**src/rtl/if_pkg.sv**
```systemverilog
// Shared IF-stage definitions: reset PC, NOP encoding, fetch FSM states and
// the {pc, inst} payload buffered between fetch and decode.
package if_pkg;

    localparam int unsigned XLEN     = 32;
    localparam logic [31:0] NOP_INST = 32'h0000_0013;
    localparam logic [31:0] RESET_PC = 32'h0040_0000;

    typedef enum logic [1:0] {
        IDLE = 2'd0,
        REQ  = 2'd1,
        WAIT = 2'd2,
        DROP = 2'd3
    } fetch_state_t;

    typedef struct packed {
        logic [XLEN-1:0] pc;
        logic [XLEN-1:0] inst;
    } fetch_entry_t;

endpackage

```
**src/rtl/fetch_fifo.sv**
```systemverilog
// Synchronous FIFO of fetched {pc, inst} pairs; clear beats push and pop.
// Head is read straight from the storage registers, so a push shows up one cycle later.
module fetch_fifo
    import if_pkg::*;
#(
    parameter int unsigned DEPTH = 2
) (
    input  logic                     clk,
    input  logic                     rst_n,
    input  logic                     push,
    input  logic                     pop,
    input  logic                     clear,
    input  fetch_entry_t             wdata,
    output fetch_entry_t             rdata,
    output logic                     empty,
    output logic                     full,
    output logic [$clog2(DEPTH):0]   count
);

    localparam int unsigned AW = $clog2(DEPTH);
    localparam int unsigned CW = AW + 1;

    fetch_entry_t   mem [DEPTH];
    logic [AW-1:0]  wr_ptr;
    logic [AW-1:0]  rd_ptr;
    logic           do_push;
    logic           do_pop;

    assign empty   = (count == CW'(0));
    assign full    = (count == CW'(DEPTH));
    assign do_pop  = pop & ~empty;
    assign do_push = push & (~full | do_pop);
    assign rdata   = mem[rd_ptr];

    // Pointers wrap naturally because DEPTH is a power of two.
    always_ff @(posedge clk or negedge rst_n) begin
        if (!rst_n) begin
            wr_ptr <= '0;
            rd_ptr <= '0;
            count  <= '0;
        end else if (clear) begin
            wr_ptr <= '0;
            rd_ptr <= '0;
            count  <= '0;
        end else begin
            if (do_push) wr_ptr <= wr_ptr + AW'(1);
            if (do_pop)  rd_ptr <= rd_ptr + AW'(1);
            case ({do_push, do_pop})
                2'b10:   count <= count + CW'(1);
                2'b01:   count <= count - CW'(1);
                default: count <= count;
            endcase
        end
    end

    always_ff @(posedge clk) begin
        if (do_push && !clear) mem[wr_ptr] <= wdata;
    end

endmodule

```
**src/rtl/if_fetch_unit.sv**
```systemverilog
// IF stage body: fetches at pc over req/gnt/rvalid, buffers {pc, inst} pairs
// and hands them to decode over valid/ready; flush kills in-flight and buffered work.
module if_fetch_unit
    import if_pkg::*;
#(
    parameter int unsigned BUF_DEPTH = 2,
    parameter logic [31:0] NOP_INST  = if_pkg::NOP_INST
) (
    input  logic        clk,
    input  logic        rst_n,
    input  logic        en,
    input  logic        flush,
    input  logic [31:0] pc,
    output logic        pc_stall,
    output logic        imem_req,
    output logic [31:0] imem_addr,
    input  logic        imem_gnt,
    input  logic        imem_rvalid,
    input  logic [31:0] imem_rdata,
    output logic        id_valid,
    input  logic        id_ready,
    output logic [31:0] id_inst,
    output logic [31:0] id_pc
);

    localparam int unsigned CW = $clog2(BUF_DEPTH) + 1;
    localparam int unsigned OW = CW + 1;

    fetch_state_t   state;
    logic [31:0]    inflight_pc;
    logic [CW-1:0]  count;
    logic           empty;
    logic           full;
    fetch_entry_t   head;
    fetch_entry_t   wentry;
    logic           outstanding;
    logic           pop;
    logic           push;
    logic           room;
    logic           grant;
    logic           issue_ok;
    logic [OW-1:0]  occupancy;

    assign outstanding = (state == WAIT) || (state == DROP);
    assign pop         = ~empty & id_ready;
    assign room        = ~full | pop;

    // The in-flight fetch holds a slot until pushed; the head leaving this cycle frees one.
    assign occupancy = OW'(count) + OW'(outstanding) - OW'(pop);
    assign issue_ok  = en & ~flush & room & (occupancy < OW'(BUF_DEPTH));

    assign imem_req  = (state == REQ) || ((state == WAIT) && imem_rvalid && issue_ok);
    assign imem_addr = pc;
    assign grant     = imem_req & imem_gnt;
    assign pc_stall  = ~grant;
    assign push      = (state == WAIT) && imem_rvalid && !flush;

    assign wentry.pc   = inflight_pc;
    assign wentry.inst = imem_rdata;

    fetch_fifo #(
        .DEPTH (BUF_DEPTH)
    ) u_fifo (
        .clk   (clk),
        .rst_n (rst_n),
        .push  (push),
        .pop   (pop),
        .clear (flush),
        .wdata (wentry),
        .rdata (head),
        .empty (empty),
        .full  (full),
        .count (count)
    );

    assign id_valid = ~empty;
    assign id_inst  = id_valid ? head.inst : NOP_INST;
    assign id_pc    = id_valid ? head.pc   : 32'h0;

    // Fetch FSM; flush overrides every other transition.
    always_ff @(posedge clk or negedge rst_n) begin
        if (!rst_n) begin
            state       <= IDLE;
            inflight_pc <= RESET_PC;
        end else begin
            if (grant) inflight_pc <= pc;
            if (flush) begin
                case (state)
                    REQ:     state <= imem_gnt    ? DROP : IDLE;
                    WAIT:    state <= imem_rvalid ? IDLE : DROP;
                    DROP:    state <= imem_rvalid ? IDLE : DROP;
                    default: state <= IDLE;
                endcase
            end else begin
                case (state)
                    IDLE: if (issue_ok) state <= REQ;
                    REQ:  if (imem_gnt) state <= WAIT;
                    WAIT: begin
                        if (imem_rvalid) begin
                            if (!issue_ok)     state <= IDLE;
                            else if (imem_gnt) state <= WAIT;
                            else               state <= REQ;
                        end
                    end
                    DROP: if (imem_rvalid) state <= IDLE;
                    default: state <= IDLE;
                endcase
            end
        end
    end

endmodule

```
**config.mk**
```make
export PLATFORM = sky130hd
export DESIGN_NAME = if_fetch_unit
export DESIGN_NICKNAME = d
export VERILOG_FILES = /design/src/rtl/if_pkg.sv /design/src/rtl/fetch_fifo.sv /design/src/rtl/if_fetch_unit.sv
export SDC_FILE = /design/constraint.sdc
export NUM_CORES = 1
export LEC_CHECK = 0
export CAP_MARGIN = 20
export CORE_MARGIN = 8
export CORE_UTILIZATION = 39
export CTS_CLUSTER_DIAMETER = 80
export DETAILED_ROUTE_END_ITERATION = 10
export HOLD_SLACK_MARGIN = 0.06
export PLACE_DENSITY_LB_ADDON = 0.05
export SLEW_MARGIN = 20
export SYNTH_ARGS = -nofsm -noshare
export SYNTH_HDL_FRONTEND = slang
export SYNTH_HIERARCHICAL = 1
export SYNTH_SLANG_ARGS = --single-unit
export TNS_END_PERCENT = 5
```
**constraint.sdc**
```tcl
create_clock -name clk -period 6.6 [get_ports clk]
set_clock_uncertainty 0.05 [all_clocks]
set_input_delay 1.32 -clock clk [delete_from_list [all_inputs] [get_ports clk]]
set_output_delay 1.32 -clock clk [all_outputs]
set_load 0.02 [all_outputs]
```
==> metrics.txt, run 1 <==
status=finished, final reports clean; Final Hold Violating Endpoints=0; worst hold path type=reg2reg; core area=18580 sq um; global-route usage over all layers=12.97%; Relative slew margins=36.02%; # resized after CTS=0; adder-cell share of the synthesized area=0.4451%; asr flop ratio synth=22.89%; critical path class=in2out; crit path buf inv count=3; Max Cap Viol=0; initial core utilization=39.34%; commonest non-fill, non-tap cell in the layout=clkdlybuf4s50_1; clk root buf=clkbuf_16; number of clock sinks=166; post-route cell area=9632 sq um; static leakage=3.542 nW; power per cell area=297.1 nW/um^2; register bit total from synthesis=166; cts hold-fix bufs=0; Peak Freq=172.1 MHz; setup repair bufs after CTS=0; multi-input logic area=2133 sq um; die area=23380 sq um; final cycle utilization of the critical path=88.03%; sequential area share after synthesis=65.61%; Hold Slack=0.4218 ns; CTS tree=built; filler instances=1545; Clock Pin Slew Worst Setup and Hold Paths=0.06 ns; most frequent cells in the layout=168 x clkdlybuf4s50_1, 128 x edfxtp_1, 80 x mux2_4, 62 x nor2b_1, 36 x dfrtp_1; Avg Inst Size Synth=17.24 sq um; Cell Rows=50; crit path max fanout=7; Synth Area in Compound Gates=1.866%; Synth Flop Type=edfxtp_1; Critical Path RT=5.23 ns; main combinational cell family by area after synthesis=multiplexers; Die W=152.9 microns; CP Launch Type=primary input; Synth Cell Area=7310 sq um; FF/Latch Area=4800 sq um; wire length of the first global-routing pass=23410 microns; routability congestion estimate=0.7651; largest net degree at the start of global routing=67; DRT Pass-1 Iters=4; placed cell areas=8999 sq um; Die H=152.9 microns; number of synthesized flops with an enable pin=128; H-tree levels=4; Yosys cell types=34; Area Overhead vs Synth=31.77%; Final min period=5.810 ns; Simple-Gate Fraction of Synth Area=7.258%; Max clock buf depth=2; setup TNS=0 ns; delay-heaviest family, CP=buffers and inverters; Worst path max stage delay=0.63 ns; mux cell area share after synthesis=19.05%; Port Buf Inserts=169; Worst Max-Slew Pin Slew=0.9597 ns; num ports=170; antenna fix cells=0; GRT overflow=0; Critical Path End Type=primary output; final antenna-violating net count=0; number of setup violations in the final report=0; Slew Limit Fails=0; share of layout cells above drive strength 1=25.39%; RSZ-0062 raised after global routing=no; XOR/XNOR share of the synthesized area=0.2396%; YS warnings=6; WP data arrival=4.44 ns; Num CTS Buffers=17; DP Wirelength=9510 microns; CP max stage cell=clkdlybuf4s50_1; Mapped Nets=497; dpl cells=785; clock latency on the worst-skew pair=0.41 ns; routed wire length=14980 microns; WL per Instance=18.34 microns; Gate Count Post-Synth=424; most frequent CP cell=clkdlybuf4s50_1; Nets=643; Residual DRC=0; vias in the first global route=4239; flop2flop setup slack=3.00 ns; detail-routed via count per cell=4.695; Via Count=3836; Critical Path, Cell by Cell=clkdlybuf4s50_1 -> nand2b_4 -> inv_1 -> ha_1 -> nand2b_1 -> fa_1 -> xor2_1 -> a2111oi_4 -> nand3_1 -> o21ai_0 -> clkdlybuf4s50_1; Starting DRT DRC Count=134; Worst VDD drop=202.3 uV; Non-Filler Instances=817; initial antenna violation count=0
cells in the mapped netlist, types with 3 or more instances:
| cell | n | area share [%] |
|---|---|---|
| buf_6 | 9 | 1.4 |
| o21ai_0 | 4 | 0.27 |
| or2_2 | 3 | 0.26 |
| a21oi_1 | 4 | 0.27 |
| nor2b_1 | 62 | 5.3 |
| nor2_1 | 4 | 0.21 |
| nand2_1 | 3 | 0.15 |
| mux2_4 | 80 | 16 |
| clkbuf_1 | 7 | 0.36 |
| dfrtp_1 | 37 | 13 |
| nand2b_1 | 3 | 0.26 |
| buf_4 | 32 | 3.3 |
| inv_1 | 7 | 0.36 |
| edfxtp_1 | 128 | 53 |
| mux2_2 | 17 | 2.6 |
layout make-up:
class                           count  share of cell area, %
Clock inverter                     10                  1.858
Tap cell                          234                  3.040
Multi-Input combinational cell    201                  22.15
Clock buffer                       22                  4.716
Sequential cell                   166                  49.83
Timing Repair Buffer              177                  18.13
Inverter                            7                 0.2728
state kept, by name (all words and copies together), names as in the netlist:
| name | flops |
|---|---|
| u_fifo/rd_ptr | 1 |
| u_fifo/mem | 128 |
| u_fifo/count | 2 |
| u_fifo/wr_ptr | 1 |
| inflight_pc | 32 |
| state | 2 |
metal layers:
metal	vias up	wire length, microns	part of all wire, %	track usage (%)
met3	10	687	4.6	4.454
li1	1803	-	-	-
met4	0	139	0.93	3.723
met1	1926	6435	43	14.59
met2	97	7719	52	22.92
met5	-	0	0	0
metrics by stage:
| stage | setup WS, ns | power [mW] | utilization (%) |
|---|---|---|---|
| 3_3_place_gp | 0.8492 | 1.812 | 48.43 |
| 2_1_floorplan | -0.2565 | 1.676 | - |
| 4_1_cts | 0.7994 | 2.898 | 51.84 |
| 6_report | 0.7900 | 2.861 | 51.84 |
| 3_5_place_dp | 0.8105 | 1.832 | 48.43 |
| 5_1_grt | 0.6314 | 2.981 | 51.84 |
power breakdown:
part / internal [mW] / switching (mW) / leakage [nW]
Combinational: 0.258 / 0.154 / 1.62
Sequential: 1.31 / 0.0852 / 1.61
Clock: 0.680 / 0.376 / 0.312
Total: 2.25 / 0.616 / 3.54
final timing paths:
kind / depth (start not counted) / from / to
setup reg to reg: 11 / u_fifo/count[1] / inflight_pc[0]
hold / removal: 0 / inflight_pc[21] / u_fifo/mem[1][53]
hold reg to reg: 0 / inflight_pc[21] / u_fifo/mem[1][53]
max in group asynchronous: 2 / rst_n / u_fifo/rd_ptr
setup / recovery: 11 / id_ready / imem_req
min in group asynchronous: 2 / rst_n / inflight_pc[3]
kinds of logic after synthesis:
logic type	count (synthesis)
flops	166
mux	97
simple gates	85
buf+inv	57
compound gates	15
xor+xnor	2
fa+ha+maj	2
(Power assumes the default switching activity.)
==> run 2, diff against run 1 <==
- ABC_AREA: default -> 0
==> results of run 2 <==
The final DEF is identical to that of run 1; final timing and power are the same.
==> run 3, diff against run 2 <==
- SKIP_CTS_REPAIR_TIMING: default -> 1
==> results of run 3 <==
The final DEF is identical to that of run 1; final timing and power are the same.
